### src/rtl/fifo_wr_arbiter.sv
// fifo_wr_arbiter
//   Round-robin burst arbiter in front of an asynchronous FIFO write port.
//   A granted requester owns the port for req_len+1 words. Writes are
//   throttled combinationally by wfull. Every burst gets a new burst_id.
//
//   Ports:
//     wclk, wrst    write clock, async active-high reset
//     req           per-requester burst request (level)
//     req_len       per-requester burst length minus one, LENW bits each
//     req_data      per-requester current data word, DSIZE bits each
//     wfull         FIFO full, synchronous to wclk
//     gnt           one-hot grant held for the whole burst
//     data_ack      one-hot pulse: that requester's word was written
//     winc, wdata   FIFO write strobe / data
//     burst_id      id of current or most recent burst
//     busy          a burst is in progress
//
//   Build option: WRARB_BACK2BACK_EN -- re-arbitrate on the completing beat
//   so consecutive bursts have no idle cycle between them.
module fifo_wr_arbiter #(
   parameter int DSIZE = 8,
   parameter int NREQ  = 4,
   parameter int LENW  = 4
) (
   input  logic                  wclk,
   input  logic                  wrst,
   input  logic [NREQ-1:0]       req,
   input  logic [NREQ*LENW-1:0]  req_len,
   input  logic [NREQ*DSIZE-1:0] req_data,
   input  logic                  wfull,
   output logic [NREQ-1:0]       gnt,
   output logic [NREQ-1:0]       data_ack,
   output logic                  winc,
   output logic [DSIZE-1:0]      wdata,
   output logic [31:0]           burst_id,
   output logic                  busy
);

   localparam int          PW = (NREQ > 1) ? $clog2(NREQ) : 1;
   localparam int unsigned NR = NREQ;

   typedef enum logic {IDLE, BURST} state_t;

   state_t          state, state_nxt;
   logic [PW-1:0]   ptr;
   logic [PW-1:0]   sel;
   logic [LENW-1:0] cnt;
   logic [PW-1:0]   win;
   logic            win_vld;
   logic [NREQ-1:0] win_oh;
   logic            last_beat;
   logic            arb_en;
   logic            load;

   // Round-robin search: first requester at or after ptr, wrapping.
   always_comb begin : arb
      int unsigned idx;
      idx     = '0;
      win     = '0;
      win_vld = 1'b0;
      for (int unsigned i = 0; i < NR; i++) begin
         idx = (32'(ptr) + i) % NR;
         if (!win_vld && req[idx[PW-1:0]]) begin
            win_vld = 1'b1;
            win     = idx[PW-1:0];
         end
      end
   end

   assign win_oh = NREQ'(1) << win;

   always_comb begin
      busy      = (state == BURST);
      winc      = busy && !wfull;
      wdata     = '0;
      data_ack  = '0;
      if (busy) begin
         wdata = req_data[int'(sel)*DSIZE +: DSIZE];
      end
      if (winc) begin
         data_ack = gnt;
      end
      last_beat = winc && (cnt == '0);
`ifdef WRARB_BACK2BACK_EN
      arb_en    = (state == IDLE) || last_beat;
`else
      arb_en    = (state == IDLE);
`endif
      load      = arb_en && win_vld;
   end

   always_comb begin
      state_nxt = state;
      if (load) begin
         state_nxt = BURST;
      end else if (last_beat) begin
         state_nxt = IDLE;
      end
   end

   always_ff @(posedge wclk or posedge wrst) begin
      if (wrst) begin
         state    <= IDLE;
         gnt      <= '0;
         burst_id <= '0;
         ptr      <= '0;
         sel      <= '0;
         cnt      <= '0;
      end else begin
         state <= state_nxt;
         if (load) begin
            gnt      <= win_oh;
            sel      <= win;
            cnt      <= req_len[int'(win)*LENW +: LENW];
            burst_id <= burst_id + 32'd1;
            ptr      <= (win == PW'(NREQ-1)) ? '0 : win + PW'(1);
         end else if (last_beat) begin
            gnt <= '0;
         end else if (winc) begin
            cnt <= cnt - LENW'(1);
         end
      end
   end

endmodule

### config.mk
export PLATFORM = sky130hd
export DESIGN_NAME = fifo_wr_arbiter
export DESIGN_NICKNAME = d
export VERILOG_FILES = /design/src/rtl/fifo_wr_arbiter.sv
export SDC_FILE = /design/constraint.sdc
export NUM_CORES = 1
export LEC_CHECK = 0
export CORE_MARGIN = 2
export CORE_UTILIZATION = 39
export CTS_CLUSTER_SIZE = 25
export DETAILED_ROUTE_END_ITERATION = 7
export HOLD_SLACK_MARGIN = 0.08
export PLACE_DENSITY_LB_ADDON = 0.1
export RECOVER_POWER = 25
export SETUP_SLACK_MARGIN = 0.3
export SLEW_MARGIN = 30
export SYNTH_ARGS = -nofsm -noshare
export SYNTH_HDL_FRONTEND = slang
export SYNTH_SLANG_ARGS = --single-unit
### constraint.sdc
create_clock -name wclk -period 1.8 [get_ports wclk]
set_clock_uncertainty 0.05 [all_clocks]
set_input_delay 0.36 -clock wclk [delete_from_list [all_inputs] [get_ports wclk]]
set_output_delay 0.36 -clock wclk [all_outputs]
set_load 0.01 [all_outputs]
== After elaboration in Yosys (flattened, before gate mapping) ==
Index checks and enable logic that the tools add are counted.
Storage, ports and cells
  register bits after elaboration: 45
  input port bits: 55
  output and inout port bits: 50
  logic and storage cells: 62
Cells by class
  add/sub/neg operators: 6
  $lt $le $gt $ge: 4
  equal/unequal tests: 2
  shift operators: 3
  mux-type cells: 26
  bitwise gates (word level): 1
  reduce and logical (&&, ||, !) cells: 14
Operator list (number)
  32-bit by 1-bit adder with 32-bit output, second input constant: 1
  32-bit by 6-bit indexed part select with 8-bit output: 1
  4-bit 2-to-1 mux: 6
  16-bit by 5-bit indexed part select with 4-bit output: 1
  2-bit by 3-bit less-than comparator with 1-bit output, second input constant: 4
  1-bit 2-to-1 mux: 10
  2-bit 2-to-1 mux: 5
  1-bit binary-select mux with 2-bit select: 4
  8-bit 2-to-1 mux: 1
  1-bit logical AND: 6
  2-bit by 1-bit adder with 2-bit output, second input constant: 2
  2-bit adder, second input constant: 2
  1-bit logical NOT: 4
  4-bit logical NOT: 1
  2-bit nonzero test: 2
  1-bit by 2-bit << shifter with 4-bit output, first input constant: 1
  4-bit by 1-bit subtractor with 4-bit output, second input constant: 1
  2-bit equality test, second input constant: 1
  2-bit by 1-bit != test with 1-bit output, second input constant: 1
  2-bit AND reduction: 1
  1-bit NOT: 1

== Depth between registers and ports, before layout ==
Gate-level depths: netlist (run 1).
  depth after elaboration: 15
  gate-level depth with buffers: 7
  depth with buffers taken out: 7

== Least setup slack after synthesis (run 1) ==
Ideal clock, no wire load.
  kind: in2reg
  from: input req[0]
  to: register cnt[1]
  setup time: 0.123 ns
  arrival time: 1.701 ns
  data required time: 1.627 ns
  setup slack: -0.074 ns
  stages: 6
  buffers on the path: 0
  cell sequence: nor2b_1 or4_4 nand2_4 inv_6 mux2_4 o221a_1
Between the ends
  elaborated cells on any way between the ends: 28
  classes of those cells: 1 x eq/ne; 1 x shift; 17 x mux; 9 x reduce/logical
RTL lines
  start: declaration: RTL line 27  | input logic [NREQ-1:0] req,
  1-bit binary-select mux with 2-bit select: RTL line 63  | if (!win_vld && req[idx[PW-1:0]]) begin
  1-bit 2-to-1 mux (implied by the code): RTL line 63
  1-bit 2-to-1 mux: RTL line 63
  1-bit logical NOT: RTL line 63
  1-bit logical AND: RTL line 63
  1-bit 2-to-1 mux: RTL line 63
  1-bit logical NOT: RTL line 63
  1-bit logical AND: RTL line 63
  1-bit 2-to-1 mux: RTL line 63
  1-bit logical NOT: RTL line 63
  1-bit logical AND: RTL line 63
  2-bit 2-to-1 mux (*): RTL line 63
  net win[0]: RTL line 48  | logic [PW-1:0] win;
  16-bit by 5-bit indexed part select with 4-bit output (*): RTL line 114  | cnt <= req_len[int'(win)*LENW +: LENW];
  4-bit 2-to-1 mux (*): RTL line 111  | if (load) begin
  end signal: assignment: RTL line 114
  end signal: assignment: RTL line 120  | cnt <= cnt - LENW'(1);
  end: declaration: RTL line 47  | logic [LENW-1:0] cnt;
Mark *: on every way through the listed nets, which the timed path passes. The rest lies on a longest branch. The select of a mux whose other input is x is not followed.
A chain may end at the register's enable or synchronous reset.

== Worst setup path in the final report (run 1) ==
  from: register sel[0]
  to: output wdata[6]
Between the ends
  word-level cells in the longest chain between the ends: 2
Ends and longest elaborated chain
  start: declaration: RTL line 46  | logic [PW-1:0] sel;
  start signal: assignment: RTL line 113  | sel <= win;
  32-bit by 6-bit indexed part select with 8-bit output: RTL line 78  | wdata = req_data[int'(sel)*DSIZE +: DSIZE];
  8-bit 2-to-1 mux: RTL line 77  | if (busy) begin
  end: declaration: RTL line 34  | output logic [DSIZE-1:0] wdata,
Every way passes these cells.

==> impl_metrics.py, run 1 <==
metrics = {
    "detailed_routing": {
        "drc": 0,
        "drt.antenna.violating_nets": 0,
        "wl_per_cell_um": 16.9,
        "vias": 2569,
        "dr.pass1.iters": 4,
        "drt_iter0_markers": 145,
        "postRouteWirelength_um": 8600,
        "via_per_inst": 5.06,
    },
    "cells_and_area": {
        "nFillCells": 405,
        "area.growth.synth_to_final_pct": 98.9,
        "final_layout_size_suffix_gt1_frac": 0.524,
        "postLayoutCoreUtil": 0.797,
        "nets": 492,
        "stdcell_area_um2": 5060,
        "n_antenna_cell": 0,
    },
    "clocking": {
        "htree_num_levels": 2,
        "cts_tree": "yes",
        "cts-root-buf": "clkbuf_8",
        "clock_path_buffers": 2,
        "insertion_delay_ps": 310,
        "path_clk_slew_ps": 100,
        "cts_inserted_buffers": 5,
        "clock_sinks": 45,
    },
    "synthesis": {
        "synth_compound_area_frac": 0.0634,
        "ys.flop_type": "dfrtp_1",
        "async_reset_ff_frac": 1.00,
        "yosys.area_share.simple": 0.217,
        "synth_edf_count": 0,
        "synth_nets": 295,
        "yosysTopAreaCellShare": 0.442,
        "synthMuxAreaShare": 0.110,
        "synth_adder_area_share": 0.0344,
        "synth_top_family_by_area": "simple AND/OR/NAND/NOR gates",
        "ys_types": 42,
        "synth_area_leader_cell": "dfrtp_1",
        "ys_seq_elements": 45,
        "syn_area_um2": 2550,
        "syn_inst": 233,
        "synth-xor-area-share": 0.110,
        "yosys_warnings": 0,
        "yosys-top-cells-count": "dfrtp_1, xnor2_1, nand2_1",
        "synth.yosys.seq_area_share": 0.442,
        "synth.most_common_cell": "dfrtp_1",
        "synth_area_leaders": "dfrtp_1, xnor2_1, mux4_2",
        "avgSynthCellArea_um2": 10.9,
    },
    "critical_path": {
        "crit_start": "sel[0]$_DFFE_PP0P_",
        "critPathMaxFanout": 4,
        "r2r_setup_slack_ps": -120,
        "critical_path_class": "flop to output port",
        "cp_data_required_time_ps": 1390,
        "cp-end-kind": "output port",
        "timing.rr.start": "ptr[1]$_DFFE_PP0P_",
        "cp.arrival_ps": 1610,
        "cp-start-kind": "flop",
    },
    "timing": {
        "hold_viol": 0,
        "hold_slack_ps": 421,
        "fmax_mhz": 496,
        "drv_slew": 0,
        "post-route-min-period_ps": 2020,
        "fin_crit_sh": 1.12,
        "grt_setup_unrepaired": "true",
        "finalSetupViolCount": 17,
        "tightestPinTransition_ps": 1160,
        "maxSlewHeadroom": 0.226,
        "finalWorstSetupSlack_ps": -216,
    },
    "floorplan": {
        "die_h_um": 84.8,
        "rows": 29,
        "die_area_um2": 7190,
        "die_width_um": 84.8,
        "core_area_um2": 6350,
        "io_pins": 105,
        "start_util": 0.401,
    },
    "placed_design": {
        "gp_congestion": 0.788,
        "io_buffers": 104,
        "hpwl_um": 5070,
        "placed_area_um2": 4030,
        "dp_slack_ps": -546,
    },
    "global_route": {
        "first_global_vias": 2640,
        "grt_pass1_wl_um": 13000,
        "grt_usage": 0.225,
        "grt_max_degree": 46,
        "antenna_found_initial": 0,
        "overflow": 0,
    },
    "power_and_ir_drop": {
        "irDropWorstVdd_v": 0.000849,
        "power.density_nw_per_um2": 953,
        "p_leak_uw": 0.00253,
    },
    "min_path": {
        "min_path_type": "flop to flop",
        "hp-start": "burst_id[31]$_DFFE_PP0P_",
    },
    "run": {
        "maxCapViolCount": 0,
    },
    "status": {
        "status": "finished with violations",
        "violations": "setup timing",
    },
}
[where the power goes]
group | leakage [uW] | internal [uW] | switching, uW
combinational | 0.00190 | 1710 | 1090
sequential | 0.000585 | 1180 | 175
clock | 0.0000445 | 277 | 400
[worst paths after layout]
path,depth (start not counted),endpoint
max,4,wdata[6]
min,1,burst_id[31]$_DFFE_PP0P_
max reg2reg,6,cnt[2]$_DFFE_PP0P_
min reg2reg,1,burst_id[31]$_DFFE_PP0P_
max in group asynchronous,3,burst_id[22]$_DFFE_PP0P_
min in group asynchronous,3,burst_id[15]$_DFFE_PP0P_
[routing by layer]
metal,share of wire,vias up,GRT usage
met5,0,-,0
met3,0.040,7,0.0393
met4,0.0085,0,0.0519
met1,0.42,1270,0.288
li1,-,1229,-
met2,0.53,63,0.399
[logic make-up after synthesis]
logic type      Yosys count
simple gates            100
flops                    45
xor+xnor                 32
compound gates           21
mux                      15
buf+inv                  13
fa+ha+maj                 7
[placed cells by master (no fill, tap or decap), types with 4 or more instances in the layout]
master	count
a22o_1	4
and2_4	14
buf_4	52
buf_6	53
clkbuf_2	7
clkbuf_8	5
clkdlybuf4s50_1	49
dfrtp_1	41
dfrtp_2	4
dlygate4sd2_1	28
ha_4	5
inv_1	4
mux2_4	6
mux4_2	8
nand2_1	12
nand2_2	4
nand2_4	12
nand3_2	4
nand4_1	12
nor2_1	5
xnor2_1	17
xnor2_2	13
[worst max-delay path, stage by stage, from the launching register on]
cell     delay [ps]
dfrtp_1         400
buf_6           140
mux4_2          490
and2_4          150
buf_6           120
[metrics by stage]
| stage | std cells | power (uW) | TNS [ps] |
|---|---|---|---|
| finish | 508 | 4820 | -2070 |
| global route | 508 | 5090 | -3330 |
| CTS | 494 | 4520 | -1870 |
| detailed placement | 445 | 3340 | -19180 |
| global placement | 445 | 3300 | -17850 |
| floorplan | 233 | 2470 | -205 |
[registers in the layout (all words and copies together) (netlist names)]
signal / flops
ptr: 2
gnt: 4
busy: 1
burst_id: 32
cnt: 4
sel: 2
[final cells by class]
cell class	count	area, um^2	share of cell area
clock buffers	5	68.8	0.0136
clock inverters	3	21.3	0.00420
inverters	8	42.5	0.00840
multi-input cells	175	1880	0.371
flip-flops and latches	45	1130	0.223
well taps	77	96.3	0.0190
repair buffers	195	1820	0.360
[what timing repair did]
item | CTS | global route
hold endpoints to repair | 0 | 0
pin swaps | 58 | 36
cloned | 1 | 0
setup buffers | 40 | 14
endpoints found under the setup margin | 94 | 65
gates resized for setup | 206 | 67
hold buffers | 0 | 0
(Power assumes the default switching activity.)
==> run 2, diff against run 1 <==
CORE_ASPECT_RATIO = 0.6   (was unset)
==> run 2 against run 1 <==
Net effect: the run still ends with setup timing left; register-to-register slack improved by 80 ps; critical path depth grew 1; flip-flop and latch count did not move; clock-buffer cell count is 3 higher.
==> impl_metrics.py, run 2 (same netlist as run 1, synthesis figures left out) <==
metrics = {
    "status": {
        "status": "finished with violations",
        "violations": "setup timing",
    },
    "cells_and_area": {
        "nFillCells": 384,
        "largest_reg_flops": 32,
        "final_common_cell": "clkdlybuf4s50_1",
        "n_antenna_cell": 0,
        "layout_common_cells": "clkdlybuf4s50_1, buf_6, buf_4, dfrtp_1, dlygate4sd2_1",
        "reg_top3": "burst_id x32, cnt x4, gnt x4",
        "postLayoutCoreUtil": 0.804,
        "final_layout_size_suffix_gt1_frac": 0.514,
        "area.growth.synth_to_final_pct": 96.4,
        "instances_no_fill": 508,
        "largest_register": "burst_id",
        "nets": 485,
    },
    "critical_path": {
        "cp-end-kind": "output port",
        "timing.rr.start": "ptr[0]$_DFFE_PP0P_",
        "cpMaxStageDelayCell": "mux4_2",
        "crit_path_cell_trace": "buf_6 -> buf_6 -> mux4_2 -> and2_4 -> buf_6",
        "r2r_setup_slack_ps": -40,
        "crit_start": "sel[0]$_DFFE_PP0P_",
        "slowest_delay_ps": 480,
        "critPathTopFamily": "multiplexers",
        "cp_data_required_time_ps": 1390,
        "cp.arrival_ps": 1650,
        "cp-start-kind": "flop",
        "crit_top_cell": "buf_6",
        "cp_num_buf_inv": 3,
        "critical_path_class": "flop to output port",
        "critPathMaxFanout": 3,
    },
    "global_route": {
        "grt_max_degree": 46,
        "overflow": 0,
        "grt_usage": 0.224,
        "antenna_found_initial": 0,
        "grt_pass1_wl_um": 12300,
        "first_global_vias": 2501,
    },
    "timing": {
        "drv_slew": 0,
        "finalSetupViolCount": 11,
        "finalSetupTns_ps": -1840,
        "hold_slack_ps": 429,
        "tightestPinTransition_ps": 1120,
        "finalWorstSetupSlack_ps": -255,
        "fin_crit_sh": 1.14,
        "grt_setup_unrepaired": "true",
        "hold_viol": 0,
        "maxSlewHeadroom": 0.255,
        "post-route-min-period_ps": 2060,
        "fmax_mhz": 487,
    },
    "detailed_routing": {
        "drt.antenna.violating_nets": 0,
        "dr.pass1.iters": 4,
        "vias": 2618,
        "drt_iter0_markers": 122,
        "wl_per_cell_um": 17.0,
        "via_per_inst": 5.15,
        "drc": 0,
        "postRouteWirelength_um": 8630,
    },
    "power_and_ir_drop": {
        "power.density_nw_per_um2": 918,
        "finalPower_uw": 4590,
        "p_leak_uw": 0.00250,
        "irDropWorstVdd_v": 0.000601,
    },
    "floorplan": {
        "rows": 22,
        "io_pins": 105,
        "die_width_um": 108,
        "core_area_um2": 6220,
        "die_h_um": 66.6,
        "start_util": 0.409,
        "die_area_um2": 7210,
    },
    "clocking": {
        "path_clk_slew_ps": 80,
        "clock_path_buffers": 2,
        "insertion_delay_ps": 290,
        "htree_num_levels": 2,
        "cts_hold_buf": 0,
        "clock_sinks": 45,
        "cts-root-buf": "clkbuf_8",
        "cts_tree": "yes",
        "cts_inserted_buffers": 5,
    },
    "run": {
        "maxCapViolCount": 0,
    },
    "min_path": {
        "hp-start": "burst_id[31]$_DFFE_PP0P_",
        "min_path_type": "flop to flop",
    },
    "placed_design": {
        "io_buffers": 104,
        "gp_congestion": 0.870,
        "dp.cells": 450,
        "hpwl_um": 5320,
    },
}
run 2: cell count changes in the layout (fill, tap and decap cells not counted), sizes merged:
cell,delta
dlygate4sd3,+1
clkbuf,+4
clkinv,-1
clkdlybuf4s50,-1
clkinvlp,-1
dlygate4sd2,+1
clkdlybuf4s15,-2
buf,-8
run 2: timing repair:
item / in CTS / in global routing
resized for setup: 204 / 68
endpoints found under the setup margin: 94 / 64
buffers inserted: 33 / 16
pin swaps: 57 / 39
gates cloned: 1 / 0
run 2: where the power goes:
part	total [uW]	switching, uW	internal [uW]	leakage [uW]
logic	2610	1030	1580	0.00188
registers	1370	193	1170	0.000581
clock network	609	332	277	0.0000395
run 2: through the flow:
stage | setup WS (ps) | cell area, um^2
after floorplan | -68.3 | 2640
after global placement | -507 | 4030
after detailed placement | -553 | 4030
after CTS | -261 | 4620
after global routing | -311 | 5000
final | -255 | 5000
run 2: final cells by class:
class | count | area, um^2 | share of cell area
clock buffer | 8 | 80.1 | 0.0160
timing repair inverter | 1 | 11.3 | 0.00225
timing repair buffer | 187 | 1730 | 0.346
tap | 84 | 105 | 0.0210
multi-input combinational | 175 | 1900 | 0.380
sequential | 45 | 1130 | 0.227
inverter | 8 | 40.0 | 0.00801
run 2: worst paths after layout:
path / depth (start not counted) / end
worst max-delay path: 5 / wdata[0]
worst min-delay path: 1 / burst_id[31]$_DFFE_PP0P_
worst max register to register: 6 / cnt[2]$_DFFE_PP0P_
worst min register to register: 1 / burst_id[31]$_DFFE_PP0P_
max in group asynchronous: 3 / burst_id[22]$_DFFE_PP0P_
min in group asynchronous: 3 / burst_id[5]$_DFFE_PP0P_
run 2: routing by layer:
| layer | vias to the layer above | global-route usage | wire [um] |
|---|---|---|---|
| li1 | 1215 | - | - |
| met1 | 1310 | 0.312 | 3840 |
| met2 | 82 | 0.358 | 4130 |
| met3 | 11 | 0.0538 | 556 |
| met4 | 0 | 0.0497 | 102 |
| met5 | - | 0 | 0 |
run 2: worst register-to-register path, cell delays in order (launching register included):
cell	delay, ps
dfrtp_1	410
nor2b_2	70
or4_4	460
nand2_8	140
inv_8	60
mux2_4	290
o221a_1	250
==> run 3, diff against run 2 <==
CORE_UTILIZATION = 43   (was 39)
clock period = 2.3 ns   (was 1.8 ns; I/O delays follow)
==> run 3 against run 2 <==
Net effect: the run now ends clean; register-to-register slack improved by 400 ps; worst setup slack improved by 430 ps; hold slack better by 5.9 ps; largest cell class unchanged.
==> impl_metrics.py, run 3 (same netlist as run 1, synthesis figures left out) <==
metrics = {
    "status": {
        "status": "completed",
    },
    "global_route": {
        "grt_pass1_wl_um": 10600,
        "overflow": 0,
        "first_global_vias": 2348,
        "grt_usage": 0.207,
        "antenna_found_initial": 0,
        "grt_max_degree": 30,
    },
    "power_and_ir_drop": {
        "p_leak_uw": 0.00179,
        "combPwrFrac": 0.515,
        "irDropWorstVdd_v": 0.000501,
        "power.density_nw_per_um2": 778,
        "p_int_uw": 2160,
        "p_switching_uw": 1030,
        "pwr-share-clk": 0.143,
        "p_sw_frac": 0.324,
        "seqPwrFrac": 0.342,
    },
    "clocking": {
        "clock_sinks": 45,
        "clock_path_buffers": 2,
        "cts-root-buf": "clkbuf_8",
        "cts_inserted_buffers": 5,
        "cts_tree": "yes",
        "cts_hold_buf": 0,
        "insertion_delay_ps": 290,
        "htree_num_levels": 2,
        "path_clk_slew_ps": 80,
    },
    "critical_path": {
        "cp-start-kind": "input pin",
        "cp_num_buf_inv": 2,
        "r2r_setup_slack_ps": 360,
        "r2r-end": "cnt[2]$_DFFE_PP0P_",
        "crit_start": "req_data[27]",
        "cp-end-kind": "output port",
        "critical_path_class": "input pin to output port",
        "critPathMaxFanout": 1,
        "cpMaxStageDelayCell": "mux4_2",
        "cp.arrival_ps": 1620,
        "timing.rr.start": "ptr[0]$_DFFE_PP0P_",
        "crit_path_cell_trace": "clkdlybuf4s50_1 -> mux4_2 -> and2_4 -> buf_6",
        "critPathTopFamily": "buffers and inverters",
        "worstRegToRegCells": 7,
        "slowest_delay_ps": 480,
        "cp_data_required_time_ps": 1790,
    },
    "run": {
        "maxCapViolCount": 0,
    },
    "floorplan": {
        "rows": 21,
        "io_pins": 105,
        "core_area_um2": 5650,
        "die_width_um": 103,
        "die_area_um2": 6570,
        "die_h_um": 63.6,
        "start_util": 0.451,
    },
    "cells_and_area": {
        "final_common_cell": "clkdlybuf4s50_1",
        "reg_top3": "burst_id x32, cnt x4, gnt x4",
        "largest_reg_flops": 32,
        "nFillCells": 436,
        "stdcell_area_um2": 4110,
        "nets": 442,
        "n_antenna_cell": 0,
        "largest_register": "burst_id",
        "layout_common_cells": "clkdlybuf4s50_1, dfrtp_1, buf_4, xnor2_1, nand2_1",
        "final_layout_size_suffix_gt1_frac": 0.244,
        "register_area_um2": 1130,
        "multi_input_area_um2": 1390,
        "area.growth.synth_to_final_pct": 61.5,
    },
    "detailed_routing": {
        "drt.antenna.violating_nets": 0,
        "dr.pass1.iters": 4,
        "wl_per_cell_um": 14.8,
        "drt_iter0_markers": 149,
        "via_per_inst": 5.05,
        "vias": 2329,
        "drc": 0,
        "postRouteWirelength_um": 6820,
    },
    "timing": {
        "grt_setup_unrepaired": "true",
        "drv_slew": 0,
        "tightestPinTransition_ps": 825,
        "maxSlewHeadroom": 0.450,
        "finalWorstSetupSlack_ps": 173,
        "finalSetupViolCount": 0,
        "finalSetupTns_ps": 0,
        "fmax_mhz": 470,
        "hold_viol": 0,
        "post-route-min-period_ps": 2130,
        "fin_crit_sh": 0.925,
    },
    "placed_design": {
        "hpwl_um": 5120,
        "dp_slack_ps": -191,
        "io_buffers": 104,
        "gp_congestion": 0.855,
        "placed_area_um2": 3860,
    },
    "min_path": {
        "hp-start": "burst_id[31]$_DFFE_PP0P_",
        "hold_end": "burst_id[31]$_DFFE_PP0P_",
        "hold_path_depth": 1,
        "min_path_type": "flop to flop",
    },
}
[run 3: changes by cell type in the layout (fill, tap and decap cells not counted), sizes merged, moves of 2 or more]
cell           before  now
buf               100   47
clkdlybuf4s50      48   83
clkbuf             16    9
clkinv              1    3
clkdlybuf4s15       1    3
dlygate4sd2        29    7
[run 3: layer usage]
metal | part of all wire | track usage | vias to the layer above
met5 | 0 | 0 | -
met4 | 0.0056 | 0.0477 | 0
met3 | 0.075 | 0.0511 | 4
met2 | 0.46 | 0.331 | 82
met1 | 0.46 | 0.284 | 1117
li1 | - | - | 1126
[run 3: how the worst max path moves through the flow]
stage | slack (ps) | cells past startpoint | endpoint
2_1_floorplan | 330 | 6 | cnt[1]$_DFFE_PP0P_
5_1_grt | 120 | 4 | wdata[3]
3_5_place_dp | -190 | 4 | wdata[2]
4_1_cts | 130 | 4 | wdata[2]
3_3_place_gp | -190 | 4 | wdata[3]
6_report | 170 | 4 | wdata[3]
[run 3: cell type report]
type                       count  area share
inverter                       8     0.00913
sequential                    45       0.275
clock buffer                   6      0.0177
clock inverter                 2     0.00243
timing repair buffer         145       0.333
tap                           80      0.0243
multi-input combinational    175       0.339
[run 3: repair_timing]
action,4_1_cts,5_1_grt
pin swaps,9,4
gates cloned,1,0
gates resized for setup,62,17
setup endpoints to repair,26,13
setup buffers,9,6
[run 3: power by group through the flow]
| stage | combinational, uW | clock [uW] | sequential (uW) |
|---|---|---|---|
| 4_1_cts | 1510 | 476 | 1090 |
| 3_3_place_gp | 1410 | 0 | 1080 |
| 5_1_grt | 1780 | 520 | 1120 |
| 3_5_place_dp | 1430 | 0 | 1090 |
| 6_report | 1650 | 456 | 1090 |
| 2_1_floorplan | 785 | 0 | 1050 |
[run 3: stage by stage]
stage	utilization	power, uW	hold WS [ps]	std cells
global route	0.728	3420	462	461
detailed placement	0.684	2520	422	437
CTS	0.712	3080	438	455
floorplan	-	1840	452	233
global placement	0.684	2490	408	437
finish	0.728	3200	435	461
[run 3: worst register-to-register path, stage by stage, from the launching register on]
cell,delay (ps)
dfrtp_1,430
nor2b_4,60
or4_4,530
nand2_4,110
inv_8,50
buf_6,130
mux2_4,290
o221a_1,200
